## src/rtl/pmu_mem_pkg.sv

```systemverilog
// Shared widths, clear depth and FSM encoding for the memory arbiter slice.
package pmu_mem_pkg;

    localparam int DW_DEF    = 32;
    localparam int AW_DEF    = 8;
    localparam int DEPTH_DEF = 256;

    typedef enum logic {
        ST_CLEAR = 1'b0,
        ST_IDLE  = 1'b1
    } arb_state_e;

endpackage

```

## src/rtl/mem_rr_pick.sv

```systemverilog
// Two-way round-robin pick: on a conflict the pointer names the winner and
// then moves to the loser; single requests win without moving it.
module mem_rr_pick (
    input  logic [1:0] req,
    input  logic       ptr,
    output logic [1:0] gnt,
    output logic       ptr_nxt
);

    always_comb begin
        gnt     = 2'b00;
        ptr_nxt = ptr;
        unique case (req)
            2'b01: gnt = 2'b01;
            2'b10: gnt = 2'b10;
            2'b11: begin
                gnt     = ptr ? 2'b10 : 2'b01;
                ptr_nxt = ~ptr;
            end
            default: gnt = 2'b00;
        endcase
    end

endmodule

```

## src/rtl/mem_arbiter.sv

```systemverilog
// Two-requester arbiter in front of a single-port memory, with a zeroize
// engine that sweeps every word after reset or on request, and a write lock.
module mem_arbiter
    import pmu_mem_pkg::*;
#(
    parameter int DW    = DW_DEF,
    parameter int AW    = AW_DEF,
    parameter int DEPTH = DEPTH_DEF
) (
    input  logic          clk,
    input  logic          rst_n,
    input  logic          clr_start,
    input  logic          lock_set,
    output logic          clr_busy,
    output logic          locked,
    input  logic          req0,
    input  logic          req1,
    input  logic          we0,
    input  logic          we1,
    input  logic [AW-1:0] addr0,
    input  logic [AW-1:0] addr1,
    input  logic [DW-1:0] wdata0,
    input  logic [DW-1:0] wdata1,
    output logic          gnt0,
    output logic          gnt1,
    output logic [DW-1:0] rdata0,
    output logic [DW-1:0] rdata1,
    output logic          rvalid0,
    output logic          rvalid1,
    output logic          err1,
    output logic          mem_we,
    output logic [AW-1:0] mem_addr,
    output logic [DW-1:0] mem_wdata,
    input  logic [DW-1:0] mem_rdata
);

    arb_state_e    state_q, state_d;
    logic [AW-1:0] clr_cnt_q, clr_cnt_d;
    logic          locked_q, locked_d;
    logic          ptr_q, ptr_d;
    logic          rvalid0_q, rvalid0_d;
    logic          rvalid1_q, rvalid1_d;
    logic          err1_q, err1_d;
    logic [DW-1:0] rdata0_q, rdata0_d;
    logic [DW-1:0] rdata1_q, rdata1_d;

    logic [1:0]    pick_gnt;
    logic          pick_ptr_nxt;
    logic          arb_en;

    mem_rr_pick u_pick (
        .req     ({req1, req0}),
        .ptr     (ptr_q),
        .gnt     (pick_gnt),
        .ptr_nxt (pick_ptr_nxt)
    );

    // A clr_start in IDLE wins over any request in the same cycle.
    assign arb_en = (state_q == ST_IDLE) && !clr_start;
    assign gnt0   = arb_en && pick_gnt[0];
    assign gnt1   = arb_en && pick_gnt[1];

    always_comb begin
        state_d   = state_q;
        clr_cnt_d = clr_cnt_q;
        mem_we    = 1'b0;
        mem_addr  = '0;
        mem_wdata = '0;
        unique case (state_q)
            ST_CLEAR: begin
                mem_we   = 1'b1;
                mem_addr = clr_cnt_q;
                if (clr_cnt_q == AW'(DEPTH - 1)) begin
                    state_d   = ST_IDLE;
                    clr_cnt_d = '0;
                end else begin
                    clr_cnt_d = clr_cnt_q + 1'b1;
                end
            end
            ST_IDLE: begin
                if (clr_start) begin
                    state_d = ST_CLEAR;
                end else if (gnt0) begin
                    mem_we    = we0;
                    mem_addr  = addr0;
                    mem_wdata = wdata0;
                end else if (gnt1) begin
                    // Locked writes are still granted but never reach the array.
                    mem_we    = we1 && !locked_q;
                    mem_addr  = addr1;
                    mem_wdata = wdata1;
                end
            end
            default: state_d = ST_CLEAR;
        endcase
    end

    always_comb begin
        locked_d  = locked_q | lock_set;
        ptr_d     = arb_en ? pick_ptr_nxt : ptr_q;
        rvalid0_d = gnt0 && !we0;
        rvalid1_d = gnt1 && !we1;
        err1_d    = gnt1 && we1 && locked_q;
        rdata0_d  = rvalid0_d ? mem_rdata : rdata0_q;
        rdata1_d  = rvalid1_d ? mem_rdata : rdata1_q;
    end

    always_ff @(posedge clk or negedge rst_n) begin
        if (!rst_n) begin
            state_q   <= ST_CLEAR;
            clr_cnt_q <= '0;
            locked_q  <= 1'b0;
            ptr_q     <= 1'b0;
            rvalid0_q <= 1'b0;
            rvalid1_q <= 1'b0;
            err1_q    <= 1'b0;
            rdata0_q  <= '0;
            rdata1_q  <= '0;
        end else begin
            state_q   <= state_d;
            clr_cnt_q <= clr_cnt_d;
            locked_q  <= locked_d;
            ptr_q     <= ptr_d;
            rvalid0_q <= rvalid0_d;
            rvalid1_q <= rvalid1_d;
            err1_q    <= err1_d;
            rdata0_q  <= rdata0_d;
            rdata1_q  <= rdata1_d;
        end
    end

    assign clr_busy = (state_q == ST_CLEAR);
    assign locked   = locked_q;
    assign rvalid0  = rvalid0_q;
    assign rvalid1  = rvalid1_q;
    assign err1     = err1_q;
    assign rdata0   = rdata0_q;
    assign rdata1   = rdata1_q;

endmodule

```

## config.mk

```make
export PLATFORM = sky130hd
export DESIGN_NAME = mem_arbiter
export DESIGN_NICKNAME = d
export VERILOG_FILES = /design/src/rtl/pmu_mem_pkg.sv /design/src/rtl/mem_rr_pick.sv /design/src/rtl/mem_arbiter.sv
export SDC_FILE = /design/constraint.sdc
export NUM_CORES = 1
export LEC_CHECK = 0
export ABC_AREA = 1
export BUFFER_PORTS_ARGS = -buffer_cell sky130_fd_sc_hd__buf_2
export CORE_ASPECT_RATIO = 1.75
export CORE_MARGIN = 4
export CORE_UTILIZATION = 39
export DETAILED_ROUTE_END_ITERATION = 7
export PLACE_DENSITY_LB_ADDON = 0.05
export SKIP_LAST_GASP = 1
export SLEW_MARGIN = 10
export SYNTH_ARGS = -nofsm -noshare
export SYNTH_HDL_FRONTEND = slang
export SYNTH_SLANG_ARGS = --single-unit
```

## constraint.sdc

```tcl
create_clock -name clk -period 1.15 [get_ports clk]
set_input_delay 0.0575 -clock clk [delete_from_list [all_inputs] [get_ports clk]]
set_output_delay 0.0575 -clock clk [all_outputs]
set_load 0.01 [all_outputs]
```

==> run_results.csv, run 1 <==
group,metric,value,unit
sta,finalCritPeriodShare,141,%
finish,fill_cells,638,
power_and_ir_drop,cellPowerDensity,1140,nW/um^2
setup_path,end_kind,"output pin",
detailed_routing,vias,4251,
power_and_ir_drop,power_leakage,4.02,nW
logic_synthesis,synthMuxAreaShare,0,%
grt,gr-total-overflow,0,
finish,antennaDiodeCount,0,
job,max-cap-violations,0,
detailed_routing,drt.antenna.violating_nets,0,
cts,worstSkewPairLatency,330,ps
logic_synthesis,syn-num-nets,580,
finish,final_cell_mix,"214 x buf_2, 134 x nand2_1, 78 x dfrtp_1, 49 x nand2_2, 47 x o21ai_2",
placed_design,port_buffers,231,
sta,max_freq,616,MHz
power_and_ir_drop,vdd_drop_max,1.12,mV
logic_synthesis,synth_top_family_by_area,"simple AND/OR/NAND/NOR gates",
detailed_routing,wl,15400,um
grt,grt_pass1_vias,4092,
outcome,status,"finished with violations",
logic_synthesis,synth_cell_type_count,24,
setup_path,startpoint_type,"flop",
setup_path,crit_type,"flop to output pin",
logic_synthesis,synth_xor_area_share,0.474,%
grt,grt_pass1_wl,20500,um
logic_synthesis,synthSimpleGateAreaFrac,25.9,%
grt,antenna_found_initial,0,
detailed_routing,drt_iter0_drc,148,
floorplanning,rows,46,
outcome,violations,"negative setup slack",
cts,cts_made_buffers,9,
sta,relSlewSlack,83.4,%
sta,rsz0062_at_grt,"yes",
finish,layout_commonest_cell,"buf_2",
logic_synthesis,synthCells,459,
finish,finalNetCount,880,
setup_path,crit_path_end,"mem_wdata[24]",
setup_path,critPathLaunch,"state_q$_DFF_PN0_",
setup_path,worstReg2RegEnd,"rdata0[28]$_DFFE_PN0P_",
finish,drive_gt1_share,59.9,%
logic_synthesis,synth_adder_area_share,0.339,%
logic_synthesis,avgSynthCellArea,8.05,um^2
sta,setup_ws,-473,ps
cts,h-tree-depth,3,
sta,setup-tns-final,-39540,ps
sta,setup_viol,118,
sta,fin_skew,3.26,ps
cts,clkSinkCount,78,
setup_path,worstPathArrival,1570,ps
grt,grt_max_degree,43,
logic_synthesis,seq_area_frac_synth,52.8,%
cts,cts.clk_slew.worst_paths,60,ps
sta,drv_slew,0,
floorplanning,start_util,40.4,%
worst_hold_path,hold_path_class,"input port to flop",
detailed_routing,first_pass_iters,4,
sta,final_hold_viol_count,0,
detailed_routing,vias_per_cell,4.81,
finish,layout-area-overhead-vs-synth,91.2,%
floorplanning,die_y,137,um
floorplanning,ios,232,
floorplanning,die_w,81.6,um
detailed_routing,remaining_drc_errors,0,
setup_path,reg2reg_depth,9,
detailed_routing,wl_per_cell,17.5,um
cts,clk_path_buf_depth,2,
logic_synthesis,synthesis.area,3690,um^2
worst_hold_path,hold_depth,3,
sta,worst_pin_slew,248,ps
finish,postLayoutCoreUtil,77.2,%
logic_synthesis,yosys_warnings,0,
cts,cts_root_buffer,"clkbuf_16",
setup_path,required,1090,ps
logic_synthesis,synth-seq-cells,78,
floorplanning,core_area,9150,um^2
placed_design,hpwlAfterDp,8680,um
logic_synthesis,synth_compound_area_share,11.2,%
grt,grt_usage,24.4,%
setup_path,reg2reg_from,"state_q$_DFF_PN0_",
setup_path,crit_fanout,8,
placed_design,finalWeightedCongestion,0.830,
setup_path,rrSetupSlack,-460,ps
sta,fin_crit,1620,ps
floorplanning,die-area,11200,um^2
cts,cts_tree,"done",
[cell type report]
class / count / area [um^2] / share of cell area, %
Clock buffer: 13 / 260 / 3.68
Clock inverter: 3 / 42.5 / 0.602
Inverter: 47 / 194 / 2.74
Multi-Input combinational cell: 311 / 1960 / 27.7
Sequential cell: 78 / 1950 / 27.6
Tap cell: 120 / 150 / 2.13
Timing Repair Buffer: 312 / 2510 / 35.5
[worst max-delay path: stages, from the launching register on]
cell and delay (ps):
dfrtp_1 370, buf_6 120, nand2_4 50, nor2_4 120, buf_12 160, buf_12 140
nand2_1 70, nand2_1 70, buf_2 130
[sequential cells by signal, summed over array words and instances (netlist names)]
signal	count
err1	1
ptr_q	1
state_q	1
locked	1
rdata1	32
rdata0	32
rvalid0	1
rvalid1	1
clr_cnt_q	8
[per-layer routing]
layer	part of all wire, %	vias up	track usage, %
li1	-	2028	-
met1	33	1980	26.4
met2	55	194	44.4
met3	7.3	49	4.87
met4	4.6	0	11.4
met5	0	-	0
[how the worst min path moves through the flow]
stage | startpoint | endpoint | slack [ps]
2_1_floorplan | rst_n | clr_cnt_q[0]$_DFFE_PN0N_ | -240
3_3_place_gp | rst_n | rdata1[24]$_DFFE_PN0P_ | -60
3_5_place_dp | rst_n | rdata1[24]$_DFFE_PN0P_ | -60
4_1_cts | mem_rdata[18] | rdata1[18]$_DFFE_PN0P_ | 4
5_1_grt | mem_rdata[17] | rdata0[17]$_DFFE_PN0P_ | 20
6_report | mem_rdata[6] | rdata1[6]$_DFFE_PN0P_ | 5
[power breakdown]
part	switching, mW	total, mW	internal, mW
registers	0.236	3.25	3.01
logic	0.991	1.96	0.971
clock network	1.07	2.86	1.80
total	2.29	8.07	5.78
[cells in the mapped netlist, drive strengths merged]
| master | instances | area, um^2 |
|---|---|---|
| a21oi | 3 | 15.0 |
| or2 | 2 | 12.5 |
| ha | 1 | 12.5 |
| nor2 | 13 | 63.8 |
| o21ai | 65 | 400 |
| clkbuf | 5 | 20.0 |
| nand4 | 1 | 12.5 |
| dfrtp | 78 | 1950 |
| inv | 46 | 173 |
| nand2 | 209 | 787 |
| nor3b | 1 | 7.51 |
| nand3b | 1 | 7.51 |
| xor2 | 2 | 17.5 |
| clkinv | 1 | 3.75 |
| buf | 18 | 145 |
| nand3 | 13 | 65.1 |
[kinds of logic (layout without fill, tap and decap cells)]
family / count (synthesis) / after routing
buffers and inverters: 70 / 375
AO/OA/AOI/OAI: 68 / 68
flip-flops: 78 / 78
adder cells (fa/ha/maj): 1 / 1
AND/OR/NAND/NOR: 240 / 240
XOR/XNOR: 2 / 2
[timing repair]
item	4_1_cts	5_1_grt
endpoints found under the setup margin	114	119
hold buffers	18	0
setup buffers	15	4
endpoints found under the hold margin	106	0
pin swaps	2	24
resized for setup	68	124
cloned	14	9
[through the flow]
step           power (mW)  setup WS, ps  cells  hold WS [ps]  cell area, um^2
6_report             8.07          -473    884          4.93             7070
5_1_grt              8.46          -546    884          22.3             7070
4_1_cts              7.74          -433    876          4.12             6430
3_5_place_dp         4.76          -162    814         -62.0             5210
3_3_place_gp         4.72          -132    814         -64.7             5210
2_1_floorplan        3.96         -69.1    459          -238             3790
Power figures use the tool's default switching activity.
==> run 2, diff against run 1 <==
Settings changed: CAP_MARGIN set to 30, CTS_BUF_LIST set to sky130_fd_sc_hd__clkbuf_16, REMOVE_ABC_BUFFERS set to 1.
==> run 2 against run 1 <==
Against the previous run: the flow finishes with violations (negative hold slack, negative setup slack); hold slack worse by 6.0 ps; clock skew increased by 1.3 ps; fmax grew 2.6%; wire length decreased by 9.3%; critical endpoint is now mem_wdata[3].
==> run_results.csv, run 2 (synthesized netlist as in run 1, its figures left out) <==
group,metric,value,unit
floorplanning,die-area,11200,um^2
cts,cts_root_buffer,"clkbuf_16",
sta,setup_ws,-432,ps
placed_design,finalWeightedCongestion,0.794,
sta,holdWs,-1.08,ps
finish,final_cells,881,
floorplanning,ios,232,
cts,clkSinkCount,78,
detailed_routing,vias,4132,
sta,fin_crit,1580,ps
cts,clk_path_buf_depth,2,
setup_path,startpoint_type,"flop",
power_and_ir_drop,power_switching,2.17,mW
detailed_routing,drt.antenna.violating_nets,0,
sta,fin_skew,4.56,ps
finish,fill_cells,754,
cts,worstSkewPairLatency,330,ps
cts,cts_tree,"done",
finish,layout-area-overhead-vs-synth,73.4,%
power_and_ir_drop,pwr-share-seq,42.2,%
power_and_ir_drop,vdd_drop_max,0.934,mV
grt,grt_pass1_vias,3779,
setup_path,end_kind,"output pin",
power_and_ir_drop,cellPowerDensity,1200,nW/um^2
grt,antenna_found_initial,1,
setup_path,reg2reg_from,"state_q$_DFF_PN0_",
floorplanning,core_area,9150,um^2
cts,cts.clk_slew.worst_paths,50,ps
sta,worst_pin_slew,423,ps
sta,finalCritPeriodShare,138,%
detailed_routing,first_pass_iters,4,
floorplanning,die_w,81.6,um
power_and_ir_drop,swShare,28.4,%
placed_design,dp.cells,814,
worst_hold_path,hold_path_class,"input port to flop",
setup_path,crit_type,"flop to output pin",
finish,seqCellArea,1950,um^2
cts,cts_made_buffers,9,
detailed_routing,remaining_drc_errors,0,
outcome,violations,"negative hold slack, negative setup slack",
setup_path,critPathBufInv,4,
finish,final_cell_mix,"225 x buf_2, 179 x nand2_1, 78 x dfrtp_1, 44 x inv_1, 27 x o21ai_2",
cts,h-tree-depth,3,
job,max-cap-violations,0,
sta,relSlewSlack,71.8,%
grt,grt_pass1_wl,17800,um
detailed_routing,vias_per_cell,4.69,
power_and_ir_drop,clock_power_share,35.2,%
power_and_ir_drop,combPwrFrac,22.6,%
setup_path,cp_top_family,"buffers and inverters",
setup_path,crit_fanout,10,
setup_path,crit_chain,"inv_2 > nor2_4 > nand3_4 > inv_8 > clkbuf_16 > nand2_1 > nand2_1 > buf_2",
finish,layout_commonest_cell,"buf_2",
detailed_routing,wl,14000,um
finish,drive_gt1_share,48.1,%
placed_design,port_buffers,231,
finish,finalNetCount,875,
sta,final_hold_viol_count,1,
setup_path,cp_slowest_stage_delay,390,ps
placed_design,hpwlAfterDp,8900,um
grt,gr-total-overflow,0,
floorplanning,rows,46,
finish,multi_input_area,1660,um^2
setup_path,required,1090,ps
sta,rsz0062_at_grt,"yes",
floorplanning,start_util,40.4,%
setup_path,cp_common_cell,"nand2_1",
power_and_ir_drop,p_int,5.49,mW
grt,grt_max_degree,79,
grt,grt_usage,21.0,%
floorplanning,die_y,137,um
setup_path,crit_slowest_cell,"dfrtp_1",
power_and_ir_drop,power_leakage,3.72,nW
sta,setup_viol,118,
sta,drv_slew,0,
outcome,status,"finished with violations",
sta,max_freq,632,MHz
setup_path,critPathLaunch,"state_q$_DFF_PN0_",
detailed_routing,wl_per_cell,15.9,um
setup_path,worstPathArrival,1520,ps
worst_hold_path,hp-start,"mem_rdata[10]",
power_and_ir_drop,finalPower,7.66,mW
detailed_routing,drt_iter0_drc,163,
[run 2: what timing repair did]
item | 4_1_cts | 5_1_grt
hold buffers | 24 | 0
resized for setup | 20 | 78
gates cloned | 1 | 17
pin swaps | 0 | 5
setup endpoints to repair | 112 | 119
buffers inserted | 3 | 5
endpoints found under the hold margin | 104 | 0
[run 2: final timing paths]
kind                                           to  depth (start not counted)  slack (ps)
hold / removal             rdata0[10]$_DFFE_PN0P_                          3          -1
max in group asynchronous   rdata0[6]$_DFFE_PN0P_                          3         530
setup / recovery                     mem_wdata[3]                          8        -430
min in group asynchronous  rdata0[16]$_DFFE_PN0P_                          3         270
hold reg to reg             rdata0[1]$_DFFE_PN0P_                          2         480
setup reg to reg            rdata1[3]$_DFFE_PN0P_                          9        -320
[run 2: per-stage QoR]
stage	cell area, um^2	setup TNS (ps)	setup WS, ps	util, %
floorplan	3530	-106300	-1670	-
global placement	5110	-4490	-82.6	55.8
detailed placement	5110	-7530	-127	55.8
CTS	5740	-22440	-395	62.8
global route	6400	-39420	-478	70.0
finish	6410	-33100	-432	70.0
[run 2: area by class of cell]
class / instances / area share, %
inverters: 47 / 2.87
diodes: 2 / 0.0781
repair buffers: 306 / 33.9
clock inverters: 7 / 0.859
multi-input cells: 312 / 25.9
clock buffers: 9 / 3.52
flip-flops and latches: 78 / 30.5
well taps: 120 / 2.34
[run 2: worst min-delay path: stages]
cell	delay [ps]
buf_2	70
inv_1	50
o21ai_2	110
[run 2: power groups by stage]
stage	Combinational, mW	Clock (mW)	Sequential [mW]
2_1_floorplan	0.613	0	3.29
3_3_place_gp	1.41	0	3.23
3_5_place_dp	1.44	0	3.23
4_1_cts	1.58	2.74	3.21
5_1_grt	1.91	2.89	3.26
6_report	1.73	2.70	3.23
[run 2: routing by layer]
layer | share of wire [%] | vias to the layer above | track usage [%]
li1 | - | 2019 | -
met1 | 33 | 1916 | 21.4
met2 | 56 | 172 | 38.9
met3 | 8.5 | 25 | 5.93
met4 | 2.2 | 0 | 8.69
met5 | 0 | - | 0
==> run 3, diff against run 2 <==
Settings changed: ABC_AREA 1 to unset, CORE_UTILIZATION 39 to 38, PLACE_DENSITY set to 0.77, PLACE_DENSITY_LB_ADDON 0.05 to unset.
==> run 3 against run 2 <==
Against the previous run: the flow finishes with violations (negative setup slack); die area down 2.3%; synthesized cell count down 46%; non-clock buffer count up 7; setup slack worse by 220 ps; cell area down 1.6%; final cell count down 22%; core utilization down 0.26 points; clock power up 9.6%; fmax down 12%; largest cell class unchanged; largest power group unchanged; highest routed layer is now met5.
==> run_results.csv, run 3 <==
group,metric,value,unit
logic_synthesis,ys_async_sr_fraction,100,%
cts,clkSinkCount,78,
sta,worst_pin_slew,280,ps
floorplanning,rows,46,
setup_path,worstPathArrival,1740,ps
grt,grt_usage,24.9,%
grt,grt_pass1_vias,3788,
placed_design,finalWeightedCongestion,0.851,
placed_design,dp.cells,613,
sta,fin_skew,4.76,ps
floorplanning,core_area,9040,um^2
logic_synthesis,synth-seq-cells,78,
logic_synthesis,netlist.area_leader.share,55.6,%
detailed_routing,vias,3514,
cts,clk_path_buf_depth,2,
detailed_routing,remaining_drc_errors,0,
worst_hold_path,hold_path_class,"input port to flop",
sta,final_hold_viol_count,0,
detailed_routing,vias_per_cell,5.14,
outcome,violations,"negative setup slack",
finish,layout-area-overhead-vs-synth,79.6,%
setup_path,required,1090,ps
finish,drive_gt1_share,66.2,%
finish,layout_commonest_cell,"buf_2",
finish,finalNetCount,678,
sta,setup_ws,-650,ps
grt,antenna_found_initial,13,
floorplanning,start_util,38.8,%
finish,final_cells,683,
setup_path,startpoint_type,"flop",
logic_synthesis,yosys_warnings,0,
sta,max_freq,556,MHz
floorplanning,die_y,135,um
power_and_ir_drop,vdd_drop_max,0.825,mV
placed_design,port_buffers,231,
logic_synthesis,synthesis.area,3510,um^2
detailed_routing,wl,14300,um
setup_path,crit_fanout,21,
detailed_routing,drt.antenna.violating_nets,0,
sta,relSlewSlack,81.3,%
placed_design,pre_cts_ws,-383,ps
logic_synthesis,synth.area.top_cells,"dfrtp_1 56%, mux2_2 21%, a22o_1 8.0%, a221o_1 2.3%, buf_6 1.6%",
cts,cts_root_buffer,"clkbuf_16",
finish,final_cell_mix,"229 x buf_2, 78 x dfrtp_1, 64 x mux2_4, 34 x dlygate4sd3_1, 32 x a22o_1",
placed_design,hpwlAfterDp,9150,um
power_and_ir_drop,power_leakage,3.41,nW
setup_path,end_kind,"output pin",
detailed_routing,wl_per_cell,20.9,um
worst_hold_path,hold_depth,3,
sta,finalCritPeriodShare,157,%
setup_path,reg2reg_depth,6,
outcome,status,"finished with violations",
setup_path,crit_type,"flop to output pin",
finish,multi_input_area,1750,um^2
detailed_routing,drt_iter0_drc,76,
logic_synthesis,synth_cell_type_count,37,
cts,cts_tree,"done",
floorplanning,ios,232,
floorplanning,die_w,80.6,um
logic_synthesis,yosys.area.top_type,"dfrtp_1",
job,max-cap-violations,0,
sta,fin_crit,1800,ps
logic_synthesis,synthCells,248,
cts,h-tree-depth,3,
logic_synthesis,synth_edf_count,0,
placed_design,postPlaceCellArea,5010,um^2
grt,grt_pass1_wl,19800,um
detailed_routing,first_pass_iters,6,
logic_synthesis,seq_area_frac_synth,55.6,%
grt,gr-total-overflow,0,
cts,cts_made_buffers,9,
logic_synthesis,synth.most_common_cell,"dfrtp_1",
finish,seqCellArea,1950,um^2
logic_synthesis,synth_common_cells,"78 x dfrtp_1, 64 x mux2_2, 32 x a22o_1",
sta,setup_viol,118,
floorplanning,die-area,10900,um^2
cts,worstSkewPairLatency,330,ps
power_and_ir_drop,cellPowerDensity,1220,nW/um^2
cts,cts.clk_slew.worst_paths,60,ps
sta,drv_slew,0,
finish,design_area,6300,um^2
logic_synthesis,synthFlopType,"dfrtp_1",
finish,fill_cells,635,
sta,rsz0062_at_grt,"yes",
grt,grt_max_degree,42,
logic_synthesis,avgSynthCellArea,14.2,um^2
## run 3: area by class of cell
type                       instances  share of cell area [%]
inverter                           2                   0.119
antenna                            1                  0.0397
timing repair buffer             313                    33.8
sequential                        78                    31.0
multi-input combinational        153                    27.7
clock buffer                       9                    3.57
tap                              120                    2.38
clock inverter                     7                    1.41
## run 3: kinds of logic (layout without fill, tap and decap cells)
logic type | after synthesis | after routing | share of synthesized area [%]
other | 0 | 1 | 0
adders and majority gates | 1 | 1 | 0.356
and+or+nand+nor | 32 | 32 | 5.99
muxes | 65 | 65 | 20.9
AOI/OAI and AO/OA | 50 | 50 | 12.7
DFF | 78 | 78 | 55.6
buffers and inverters | 17 | 331 | 3.21
xor gates and xnor gates | 5 | 5 | 1.25
## run 3: power breakdown
group	internal [mW]	switching (mW)	leakage, nW
registers	2.93	0.156	1.06
clock network	1.89	1.07	0.155
logic	0.933	0.686	2.20
## run 3: worst max-delay path: stages, from the launching register on
cell and delay, ps:
dfrtp_1 400, nand3b_1 110, buf_4 150, a21oi_4 240, buf_12 200, a221o_1 170
buf_2 140
## run 3: worst paths after layout
path                                          endpoint              startpoint  slack (ps)
worst max-delay path                       mem_addr[0]       state_q$_DFF_PN0_        -650
worst min-delay path                 state_q$_DFF_PN0_               clr_start          70
worst max register to register  rdata1[13]$_DFFE_PN0P_       state_q$_DFF_PN0_        -520
worst min register to register  rdata0[10]$_DFFE_PN0P_  rdata0[10]$_DFFE_PN0P_         510
max in group asynchronous             locked$_DFF_PN0_                   rst_n         530
min in group asynchronous        rdata1[6]$_DFFE_PN0P_                   rst_n         160
## run 3: metrics by stage
stage                     util [%]  hold slack (ps)  power, mW  TNS, ps
after floorplan                  -             -238       3.68  -124610
after global placement        55.4            -49.0       4.46   -33150
final                         69.7             72.5       7.67   -57940
after detailed placement      55.4            -45.2       4.50   -36780
after global routing          69.7             72.6       8.00   -65260
after CTS                     69.3             60.6       7.66   -59370
## run 3: per-layer routing
metal,GRT usage [%],up-vias,share of wire (%)
met5,0,-,1.2
li1,-,1553,-
met4,11.4,24,3.4
met1,20.4,1675,30
met2,47.3,200,54
met3,12.3,62,12
## run 3: timing repair
action | CTS | global route
hold buffers | 34 | 0
endpoints found under the setup margin | 116 | 118
pin swaps | 1 | 7
resized for setup | 62 | 41
endpoints found under the hold margin | 142 | 0
setup buffers | 14 | 2
cloned | 9 | 1
